==> src/rtl/memory_arbiter.sv <==
// Memory bus arbiter between instruction fetch and load/store data.
// One transaction at a time: IDLE picks a requester (round-robin on ties),
// ISSUE strobes the bus for one cycle, WAIT rides out bus_full, and RESP
// pulses the ack to the granted requester. If the bus stays busy too long,
// a busy-timeout aborts the transaction with err so the core cannot hang.
module memory_arbiter #(
  parameter int unsigned TIMEOUT_CYCLES = 255
) (
  input  logic        clk,
  input  logic        rst,
  input  logic        i_req,
  input  logic [31:0] i_addr,
  output logic        i_ack,
  output logic [31:0] i_data,
  input  logic        d_req,
  input  logic        d_we,
  input  logic [3:0]  d_sel,
  input  logic [31:0] d_addr,
  input  logic [31:0] d_wdata,
  output logic        d_ack,
  output logic [31:0] d_rdata,
  output logic        err,
  input  logic [31:0] data_in_BUS,
  input  logic        bus_full,
  output logic        bus_read,
  output logic        bus_write,
  output logic [3:0]  bus_sel,
  output logic [31:0] address_out,
  output logic [31:0] data_out_BUS
);

  typedef enum logic [1:0] {IDLE, ISSUE, WAIT, RESP} state_t;
  typedef enum logic {FETCH = 1'b0, DATA = 1'b1} grant_t;

  // The counter value seen on the last permitted busy WAIT cycle.
  localparam logic [15:0] TIMEOUT_LAST = 16'(TIMEOUT_CYCLES - 1);

  state_t      state;
  grant_t      grant;
  grant_t      last_grant;
  grant_t      pick;
  logic        pick_valid;
  logic        lat_we;
  logic [15:0] wait_count;

  // Choose the next requester; on a tie, serve whoever did not go last.
  always_comb begin
    pick_valid = i_req | d_req;
    pick       = FETCH;
    if (d_req && (!i_req || last_grant == FETCH)) begin
      pick = DATA;
    end
  end

  // Transaction FSM with every output registered.
  always_ff @(posedge clk) begin
    if (rst) begin
      state        <= IDLE;
      grant        <= FETCH;
      last_grant   <= FETCH;
      lat_we       <= 1'b0;
      wait_count   <= 16'd0;
      i_ack        <= 1'b0;
      i_data       <= 32'd0;
      d_ack        <= 1'b0;
      d_rdata      <= 32'd0;
      err          <= 1'b0;
      bus_read     <= 1'b0;
      bus_write    <= 1'b0;
      bus_sel      <= 4'd0;
      address_out  <= 32'd0;
      data_out_BUS <= 32'd0;
    end else begin
      case (state)
        IDLE: begin
          if (pick_valid) begin
            grant      <= pick;
            last_grant <= pick;
            state      <= ISSUE;
            if (pick == DATA) begin
              lat_we       <= d_we;
              address_out  <= d_addr;
              bus_sel      <= d_sel;
              bus_read     <= ~d_we;
              bus_write    <= d_we;
              data_out_BUS <= d_we ? d_wdata : 32'd0;
            end else begin
              lat_we       <= 1'b0;
              address_out  <= i_addr;
              bus_sel      <= 4'b1111;
              bus_read     <= 1'b1;
              bus_write    <= 1'b0;
              data_out_BUS <= 32'd0;
            end
          end
        end
        ISSUE: begin
          bus_read   <= 1'b0;
          bus_write  <= 1'b0;
          wait_count <= 16'd0;
          state      <= WAIT;
        end
        WAIT: begin
          if (!bus_full || wait_count == TIMEOUT_LAST) begin
            state        <= RESP;
            address_out  <= 32'd0;
            bus_sel      <= 4'd0;
            data_out_BUS <= 32'd0;
            err          <= bus_full;
            if (grant == DATA) begin
              d_ack   <= 1'b1;
              d_rdata <= (bus_full || lat_we) ? 32'd0 : data_in_BUS;
            end else begin
              i_ack  <= 1'b1;
              i_data <= bus_full ? 32'd0 : data_in_BUS;
            end
          end else begin
            wait_count <= wait_count + 16'd1;
          end
        end
        RESP: begin
          i_ack   <= 1'b0;
          i_data  <= 32'd0;
          d_ack   <= 1'b0;
          d_rdata <= 32'd0;
          err     <= 1'b0;
          state   <= IDLE;
        end
        default: state <= IDLE;
      endcase
    end
  end

endmodule

==> config.mk <==
export PLATFORM = sky130hd
export DESIGN_NAME = memory_arbiter
export DESIGN_NICKNAME = d
export VERILOG_FILES = /design/src/rtl/memory_arbiter.sv
export SDC_FILE = /design/constraint.sdc
export NUM_CORES = 1
export LEC_CHECK = 0
export CAP_MARGIN = 20
export CORE_MARGIN = 1
export CORE_UTILIZATION = 31
export CTS_BUF_LIST = sky130_fd_sc_hd__clkbuf_8
export CTS_CLUSTER_DIAMETER = 150
export DETAILED_ROUTE_END_ITERATION = 8
export REMOVE_ABC_BUFFERS = 1
export SLEW_MARGIN = 20
export SYNTH_ARGS = -nofsm -noshare
export SYNTH_HDL_FRONTEND = slang
export SYNTH_SLANG_ARGS = --single-unit
==> constraint.sdc <==
create_clock -name clk -period 3.1 [get_ports clk]
set_clock_uncertainty 0.2 [all_clocks]
set_input_delay 0.465 -clock clk [delete_from_list [all_inputs] [get_ports clk]]
set_output_delay 0.465 -clock clk [all_outputs]
set_load 0.005 [all_outputs]
==> implementation parameters, run 1 <==
Parameter                              Value

Setup path
  Crit Reg-Reg Startpoint ... wait_count[2]
  Arr. time, crit path ... 2910 ps
  WP buf/inv ... 1
  Cell-by-cell listing of the critical path ... or4b_4 > or4_4 > a21oi_4 > buf_12 > mux2i_1
  Kind of cell with the highest combined delay on the critical path ... simple AND/OR/NAND/NOR gates
  Cells on worst reg2reg path ... 5
  Critical Path Sink Type ... flop
  Slowest stage cell on the critical path ... or4_4
  Startpoint class of the critical path ... flop
  WS Path Type ... flop to flop
  CP Data Required Time ... 3270 ps
  Worst reg2reg path endpoint ... d_rdata[13]
  Slowest cell delay on critical path ... 770 ps
  CP max FO ... 33
  Reg2Reg Setup Slack ... 360 ps
  Logic depth of the worst path, buffers included ... 5

Clock tree
  Hold bufs inserted after CTS ... 0
  CTS Buf Count ... 17
  CTS tree ... built
  Setup Fix Bufs, Post-CTS ... 0
  Clk_lat worst skew ... 450 ps
  Maximum root-to-sink buffer count ... 2
  Resize count post-CTS ... 0
  CTS H-Tree Depth ... 4
  TritonCTS sink count ... 157
  Cell chosen for the clock root ... clkbuf_8
  Clock slew at reported path FFs ... 90 ps

Finish
  Most frequent cells in the layout ... clkdlybuf4s50_1, dfxtp_1, nand2_1, mux2i_1, nand2b_1
  Synth-to-Final Area Change ... 44.5%
  Most common cell after layout, fill and taps aside ... clkdlybuf4s50_1
  Share of cells above drive strength 1 ... 0.0944
  Final cell area excluding filler cells ... 11,000 um^2
  Post-layout net count ... 1,265
  Area of combinational cells with multiple inputs ... 3950 um^2
  Fill cell total of the finished layout ... 2,353
  Flip-flop and latch area ... 3140 um^2
  Ant. Diodes ... 0

Global routing
  Via count of the first global-routing pass ... 6,830
  Wire length of the first global-routing pass ... 36.9 mm
  Initial antenna violation count ... 0
  Overall track demand over capacity in global routing ... 0.181
  Global-route congestion overflow total ... 0
  Maximum number of pins on one net before global-route repair ... 62

Power and ir drop
  Pleak ... 3.76 nW
  Peak supply drop ... 298 uV
  Power per cell area ... 604 nW/um^2

Detailed routing
  Residual antenna-violating net count after detailed routing ... 0
  Initial DRC count ... 358
  Routed length per instance ... 15.4 um
  Via count normalized by instance count ... 4.77
  DRC violation count after routing ... 0
  First-pass iteration count of the detailed router ... 5
  Total Wirelength ... 22.5 mm
  Count of vias placed by the detailed router ... 6,956

Place
  Instance area at placement ... 10,600 um^2
  Count of buffers from port buffering ... 274
  Final Wtd Congestion ... 0.790
  DP HPWL ... 15.3 mm

Synth
  Share of the synthesized netlist area taken by xor and xnor gates ... 0
  Yosys warns ... 0
  Mean cell area of the mapped netlist ... 8.69 um^2
  Combinational family with the most area after synthesis ... simple AND/OR/NAND/NOR gates
  Post-synthesis share of cell area spent on full adders, half adders and majority gates ... 0.00984
  Number of instances in the synthesized netlist ... 878
  Simple-gate share of the synthesized area ... 0.233
  Primary FF master, synth ... dfxtp_1
  Portion of netlist area occupied by mux cells ... 0.146
  EDFF count, synth ... 0
  Sequential cell area fraction in the yosys report ... 0.412
  Number of unique standard cell types used by synthesis ... 49
  Netlist area before placement ... 7630 um^2
  Proportion of synthesized flip-flops having asynchronous set or reset ... 0
  Number of register bits inferred by synthesis ... 157
  Synth Area in Compound Gates ... 0.126

Floorplan
  Die footprint ... 25,200 um^2
  Number of placement rows ... 57
  Number of I/O pins ... 275
  Chip width ... 159 um
  Height of the die ... 159 um
  Core box area ... 24,200 um^2
  Initial Utilization ... 0.315

Timing
  Hold Vio Cnt, Final ... 0
  Hold Worst Slack ... 275 ps
  Setup repair after global routing missed its margin ... no
  Measured slew at the worst slew-check pin ... 826 ps
  Finish-stage setup viols ... 0
  Minimum period implied by the final worst setup slack ... 2740 ps
  Worst max-slew margin expressed relative to the limit ... 0.447
  Max-slew violation count ... 0
  Highest clock frequency the design can meet ... 0.364 GHz
  Setup TNS ... 0 ps
  Post-route fraction of the period consumed by the critical path ... 0.885

Job
  Number of max-capacitance violations reported ... 0

Min path
  Hold Crit Depth ... 2
  Classification of the worst-slack hold path ... flop to flop
  Hold path start ... data_out_BUS[18]
  Worst-case hold path end point ... data_out_BUS[18]

Outcome
  Outcome ... complete, no violations
-- flip-flops by register name, summed over array words and instances (netlist names) --
name,flops
bus_read,1
state,2
d_rdata,32
last_grant,1
d_ack,1
i_data,32
bus_write,1
wait_count,16
lat_we,1
address_out,32
err,1
i_ack,1
data_out_BUS,32
bus_sel,4
-- logic make-up after synthesis --
kind of cell	Yosys count
flip-flops	157
AO/OA/AOI/OAI	139
buffers and inverters	116
multiplexers	107
AND/OR/NAND/NOR	353
adder cells (fa/ha/maj)	6
-- worst max path at each step --
stage | start | endpoint | slack (ps)
after global routing | wait_count[2] | d_rdata[14] | 180
after detailed placement | wait_count[2] | d_rdata[13] | 370
after global placement | wait_count[2] | d_rdata[11] | 420
after CTS | wait_count[2] | d_rdata[13] | 340
final | wait_count[2] | d_rdata[13] | 360
after floorplan | d_req | data_out_BUS[0] | -1440
-- cells in the mapped netlist (2+ instances only) --
cell type | n | share of area
a2111oi_0 | 2 | 0.0023
a211oi_1 | 8 | 0.0079
a21boi_0 | 2 | 0.0020
a21oi_1 | 10 | 0.0066
a21oi_4 | 2 | 0.0043
a31oi_1 | 34 | 0.028
and3_1 | 5 | 0.0041
buf_1 | 7 | 0.0034
buf_12 | 6 | 0.016
buf_6 | 4 | 0.0059
clkbuf_1 | 56 | 0.028
dfxtp_1 | 157 | 0.41
ha_1 | 6 | 0.0098
inv_1 | 43 | 0.021
mux2_2 | 32 | 0.047
mux2i_1 | 75 | 0.098
nand2_1 | 145 | 0.071
nand2b_1 | 71 | 0.058
nand3_1 | 43 | 0.028
nand4_1 | 2 | 0.0016
nor2_1 | 19 | 0.0094
nor2b_1 | 34 | 0.028
nor3_1 | 2 | 0.0013
nor4_1 | 7 | 0.0057
o211ai_1 | 2 | 0.0020
o21ai_0 | 25 | 0.016
o21ai_1 | 11 | 0.0072
o31ai_1 | 2 | 0.0020
o32ai_1 | 32 | 0.037
or2_2 | 5 | 0.0041
or3_1 | 8 | 0.0066
or4_1 | 3 | 0.0030
or4_4 | 2 | 0.0030
-- cell type report --
cell class,count,share of cell area
Inverter,43,0.0146
Sequential cell,157,0.285
Timing Repair Buffer,297,0.270
Multi-Input combinational cell,605,0.358
Clock buffer,17,0.0212
Tap cell,324,0.0368
Clock inverter,15,0.0140
-- report_power, final --
| group | leakage (nW) | internal [mW] | total, mW | switching [mW] |
|---|---|---|---|---|
| sequential | 1.27 | 2.36 | 2.58 | 0.220 |
| clock | 0.190 | 0.661 | 1.52 | 0.864 |
| combinational | 2.29 | 1.29 | 2.55 | 1.26 |
-- metrics by stage --
| stage | cells | setup slack, ps | utilization | power, mW |
|---|---|---|---|---|
| CTS | 1458 | 340 | 0.455 | 6.75 |
| detailed placement | 1426 | 373 | 0.439 | 5.20 |
| finish | 1458 | 356 | 0.455 | 6.66 |
| global placement | 1426 | 419 | 0.439 | 5.19 |
| floorplan | 805 | -1440 | - | 3.79 |
| global route | 1458 | 179 | 0.455 | 7.08 |
-- layer usage --
metal | GRT usage | vias up | wire (um)
li1 | - | 3515 | -
met1 | 0.236 | 3208 | 10300
met2 | 0.293 | 218 | 10500
met3 | 0.0447 | 15 | 1360
met4 | 0.0524 | 0 | 278
met5 | 0 | - | 0
-- worst min-delay path, stage by stage, from the launching register on --
cell     delay, ps
dfxtp_1        310
inv_1           40
o32ai_1         70
Note: power is estimated with default switching activity, not from simulation.
==> run 2: changes to the inputs <==
- clock period: 3.1 -> 3 ns (I/O delays scaled with it)
==> run 2 against run 1 <==
Compared with the run above:
- global-route usage down 0.13 points
- largest power group unchanged
- critical endpoint is now state[1]
- final area down 0.14%
- sequential power up 3%
- setup slack worse by 20 ps
- core utilization down 0.062 points
- sequential share of layout area about the same
- largest cell class unchanged
- cell count unchanged
==> implementation parameters, run 2 (synthesis gave the netlist of run 1 again) <==
Parameter                              Value

Detailed routing
  Count of vias placed by the detailed router ... 6,999
  DRC violation count after routing ... 0
  Residual antenna-violating net count after detailed routing ... 0
  First-pass iteration count of the detailed router ... 4
  Via count normalized by instance count ... 4.80
  Initial DRC count ... 388
  Routed length per instance ... 15.5 um
  Total Wirelength ... 22.6 mm

Global routing
  Wire length of the first global-routing pass ... 36.6 mm
  Global-route congestion overflow total ... 0
  Maximum number of pins on one net before global-route repair ... 75
  Via count of the first global-routing pass ... 6,749
  Initial antenna violation count ... 0
  Overall track demand over capacity in global routing ... 0.179

Floorplan
  Height of the die ... 159 um
  Die footprint ... 25,200 um^2
  Initial Utilization ... 0.315
  Number of placement rows ... 57
  Chip width ... 159 um
  Core box area ... 24,200 um^2
  Number of I/O pins ... 275

Min path
  Hold path start ... data_out_BUS[27]
  Worst-case hold path end point ... data_out_BUS[27]
  Hold Crit Depth ... 2
  Classification of the worst-slack hold path ... flop to flop

Setup path
  WS Path Type ... flop to flop
  Cells on worst reg2reg path ... 5
  Critical Path Sink Type ... flop
  Slowest stage cell on the critical path ... or4_4
  Kind of cell with the highest combined delay on the critical path ... simple AND/OR/NAND/NOR gates
  Reg2Reg Setup Slack ... 340 ps
  Worst reg2reg path endpoint ... state[1]
  Slowest cell delay on critical path ... 650 ps
  Startpoint class of the critical path ... flop
  CP Data Required Time ... 3190 ps
  CP max FO ... 22
  WP buf/inv ... 1
  Arr. time, crit path ... 2850 ps
  Cell-by-cell listing of the critical path ... or4b_4 > or4_4 > buf_4 > a21oi_2 > mux2i_1
  Crit Reg-Reg Startpoint ... wait_count[2]

Power and ir drop
  Switching power summed over all nets ... 2.45 mW
  Pleak ... 3.76 nW
  Internal power ... 4.41 mW
  Proportion of power drawn by the clock network ... 0.225
  Fraction of power consumed by combinational cells ... 0.387
  Peak supply drop ... 274 uV
  Power per cell area ... 623 nW/um^2
  Switching fraction of total power ... 0.357
  Reg power frac ... 0.389

Clock tree
  CTS tree ... built
  CTS Buf Count ... 17
  Clk_lat worst skew ... 450 ps
  Resize count post-CTS ... 0
  CTS H-Tree Depth ... 4
  Hold bufs inserted after CTS ... 0
  Setup Fix Bufs, Post-CTS ... 0
  Clock slew at reported path FFs ... 100 ps
  Cell chosen for the clock root ... clkbuf_8
  Maximum root-to-sink buffer count ... 2
  TritonCTS sink count ... 157

Finish
  Flip-flop and latch area ... 3140 um^2
  Share of cells above drive strength 1 ... 0.0944
  Post-layout net count ... 1,265
  Ant. Diodes ... 0
  Most frequent cells in the layout ... clkdlybuf4s50_1, dfxtp_1, nand2_1, mux2i_1, nand2b_1
  Fill cell total of the finished layout ... 2,403
  Final cell area excluding filler cells ... 11,000 um^2
  Area of combinational cells with multiple inputs ... 3950 um^2
  Most common cell after layout, fill and taps aside ... clkdlybuf4s50_1
  Synth-to-Final Area Change ... 44.3%

Timing
  Setup repair after global routing missed its margin ... no
  Measured slew at the worst slew-check pin ... 932 ps
  Max-slew violation count ... 0
  Setup TNS ... 0 ps
  Highest clock frequency the design can meet ... 0.375 GHz
  Minimum period implied by the final worst setup slack ... 2660 ps
  Worst max-slew margin expressed relative to the limit ... 0.377
  Finish-stage setup viols ... 0
  Hold Vio Cnt, Final ... 0
  Hold Worst Slack ... 274 ps
  Post-route fraction of the period consumed by the critical path ... 0.888

Place
  Instance area at placement ... 10,600 um^2
  Count of buffers from port buffering ... 274
  DP HPWL ... 15.1 mm
  Final Wtd Congestion ... 0.766

Job
  Number of max-capacitance violations reported ... 0

Outcome
  Outcome ... complete, no violations
## run 2: changes by cell type in the layout (fill, tap and decap cells not counted)
| cell | change |
|---|---|
| clkinv_8 | -1 |
| inv_6 | -1 |
| bufinv_16 | -1 |
| inv_8 | +3 |
| clkinvlp_4 | -1 |
| clkbuf_8 | +1 |
## run 2: per-layer routing
layer  wire length, um  global-route usage  vias to the layer above
li1                  -                   -                     3507
met2             10600               0.295                      208
met4               445              0.0616                        0
met5                 0                   0                        -
met1             10400               0.231                     3259
met3              1150              0.0394                       25
## run 2: cell type report
class	count	share of cell area
well taps	324	0.0368
clock buffers	18	0.0225
repair buffers	297	0.270
multi-input cells	605	0.359
inverters	43	0.0147
flip-flops and latches	157	0.285
clock inverters	14	0.0114
## run 2: how the worst max path moves through the flow
stage                       start              end  depth (start not counted)
floorplan                   d_req  data_out_BUS[0]                          4
global placement    wait_count[2]         state[1]                          5
detailed placement  wait_count[2]         state[1]                          5
CTS                 wait_count[2]         state[1]                          5
global route        wait_count[2]         state[1]                          5
finish              wait_count[2]         state[1]                          5
## run 2: worst register-to-register path, stage by stage (launching register included)
cell and delay, ps:
dfxtp_1 430, or4b_4 500, or4_4 650, buf_4 280, a21oi_2 320, mux2i_1 210
## run 2: power by group through the flow
stage	Combinational [mW]	Sequential (mW)	Clock, mW
after floorplan	1.21	2.72	0
after global placement	2.68	2.70	0
after detailed placement	2.68	2.71	0
after CTS	2.69	2.66	1.60
after global routing	2.88	2.72	1.69
final	2.65	2.66	1.54
## run 2: stage by stage
stage / setup slack, ps / utilization / power (mW) / cells
final: 336 / 0.454 / 6.85 / 1458
after global routing: 215 / 0.454 / 7.28 / 1458
after CTS: 335 / 0.454 / 6.95 / 1458
after detailed placement: 355 / 0.439 / 5.39 / 1426
after global placement: 392 / 0.439 / 5.37 / 1426
after floorplan: -1520 / - / 3.92 / 805
==> run 3: changes to the inputs <==
- CORE_UTILIZATION: 31 -> 30
- SKIP_LAST_GASP: unset -> 1
==> run 3 against run 2 <==
Compared with the run above:
- core utilization decreased by 0.42 points
- largest power group unchanged
- critical path depth unchanged
- count of clock-buffer cells in the layout decreased by 1
- setup slack improved by 27 ps
- total power increased by 3.1%
- via count increased by 0.21%
- die area increased by 3.3%
==> implementation parameters, run 3 (synthesis gave the netlist of run 1 again) <==
Parameter                              Value

Outcome
  Outcome ... complete, no violations

Timing
  Minimum period implied by the final worst setup slack ... 2640 ps
  Post-route fraction of the period consumed by the critical path ... 0.879
  Setup TNS ... 0 ps
  Highest clock frequency the design can meet ... 0.379 GHz
  Max-slew violation count ... 0
  Measured slew at the worst slew-check pin ... 651 ps
  Finish-stage setup viols ... 0
  Worst max-slew margin expressed relative to the limit ... 0.566
  Hold Vio Cnt, Final ... 0
  Setup repair after global routing missed its margin ... no

Clock tree
  Maximum root-to-sink buffer count ... 2
  Clk_lat worst skew ... 450 ps
  CTS Buf Count ... 17
  Clock slew at reported path FFs ... 90 ps
  CTS tree ... built
  Cell chosen for the clock root ... clkbuf_8
  Hold bufs inserted after CTS ... 0
  Resize count post-CTS ... 0
  TritonCTS sink count ... 157
  CTS H-Tree Depth ... 4
  Setup Fix Bufs, Post-CTS ... 0

Power and ir drop
  Pleak ... 3.78 nW
  Power per cell area ... 639 nW/um^2
  Overall power after layout ... 7.07 mW
  Peak supply drop ... 296 uV

Global routing
  Global-route congestion overflow total ... 0
  Via count of the first global-routing pass ... 6,945
  Overall track demand over capacity in global routing ... 0.176
  Wire length of the first global-routing pass ... 37.0 mm
  Initial antenna violation count ... 1
  Maximum number of pins on one net before global-route repair ... 112

Detailed routing
  Total Wirelength ... 23.1 mm
  Via count normalized by instance count ... 4.81
  DRC violation count after routing ... 0
  Residual antenna-violating net count after detailed routing ... 0
  Count of vias placed by the detailed router ... 7,014
  Initial DRC count ... 417
  First-pass iteration count of the detailed router ... 4
  Routed length per instance ... 15.9 um

Finish
  Non-filler cells, final ... 1,458
  Flip-flop and latch area ... 3140 um^2
  Ant. Diodes ... 0
  Fill cell total of the finished layout ... 2,420
  Share of cells above drive strength 1 ... 0.0944
  Synth-to-Final Area Change ... 45.1%
  Most frequent cells in the layout ... clkdlybuf4s50_1, dfxtp_1, nand2_1, mux2i_1, nand2b_1
  Area of combinational cells with multiple inputs ... 3950 um^2
  Post-layout net count ... 1,265
  Most common cell after layout, fill and taps aside ... clkdlybuf4s50_1
  Final Core Density ... 0.450

Floorplan
  Core box area ... 24,600 um^2
  Number of I/O pins ... 275
  Number of placement rows ... 57
  Die footprint ... 26,100 um^2
  Chip width ... 161 um
  Initial Utilization ... 0.310
  Height of the die ... 161 um

Place
  Count of buffers from port buffering ... 274
  Final Wtd Congestion ... 0.811
  DP HPWL ... 15.5 mm
  Count of placed standard cells including taps ... 1,426

Setup path
  Arr. time, crit path ... 2820 ps
  Critical Path Sink Type ... flop
  CP Data Required Time ... 3180 ps
  WS Path Type ... flop to flop
  CP max FO ... 33
  Startpoint class of the critical path ... flop

Job
  Number of max-capacitance violations reported ... 0

Min path
  Classification of the worst-slack hold path ... input port to flop
-- run 3: final timing paths --
| path | startpoint | endpoint | slack [ps] | depth (start not counted) |
|---|---|---|---|---|
| max | wait_count[11] | d_rdata[0] | 360 | 5 |
| min | rst | bus_read | 150 | 2 |
| max reg2reg | wait_count[11] | d_rdata[0] | 360 | 5 |
| min reg2reg | i_data[22] | i_data[22] | 270 | 2 |
-- run 3: final cells by class --
cell class,instances,share of cell area
Inverter,43,0.0146
Timing Repair Buffer,297,0.270
Clock buffer,17,0.0211
Clock inverter,15,0.0167
Multi-Input combinational cell,605,0.357
Tap cell,324,0.0366
Sequential cell,157,0.284
-- run 3: where the power goes --
part | leakage (nW) | internal (mW) | switching (mW)
Combinational | 2.30 | 1.35 | 1.32
Sequential | 1.27 | 2.44 | 0.231
Clock | 0.207 | 0.838 | 0.887
-- run 3: per-layer routing --
metal,share of wire,up-vias,track usage,routed length (um)
li1,-,3512,-,-
met1,0.46,3266,0.229,10600
met2,0.46,223,0.290,10700
met3,0.068,13,0.0457,1580
met4,0.0096,0,0.0446,223
met5,0,-,0,0
-- run 3: critical path, cell delays in order (launching register included) --
cell and delay (ps):
dfxtp_1 360, or4_4 540, or4_4 720, a21oi_4 220, buf_12 280, mux2i_1 220
-- run 3: stage by stage --
stage / cell area (um^2) / worst slack (ps) / hold WS (ps)
final: 11100 / 363 / 153
after floorplan: 7230 / -1520 / 247
after global placement: 10600 / 422 / 258
after CTS: 11100 / 342 / 114
after global routing: 11100 / 248 / 141
after detailed placement: 10600 / 359 / 261
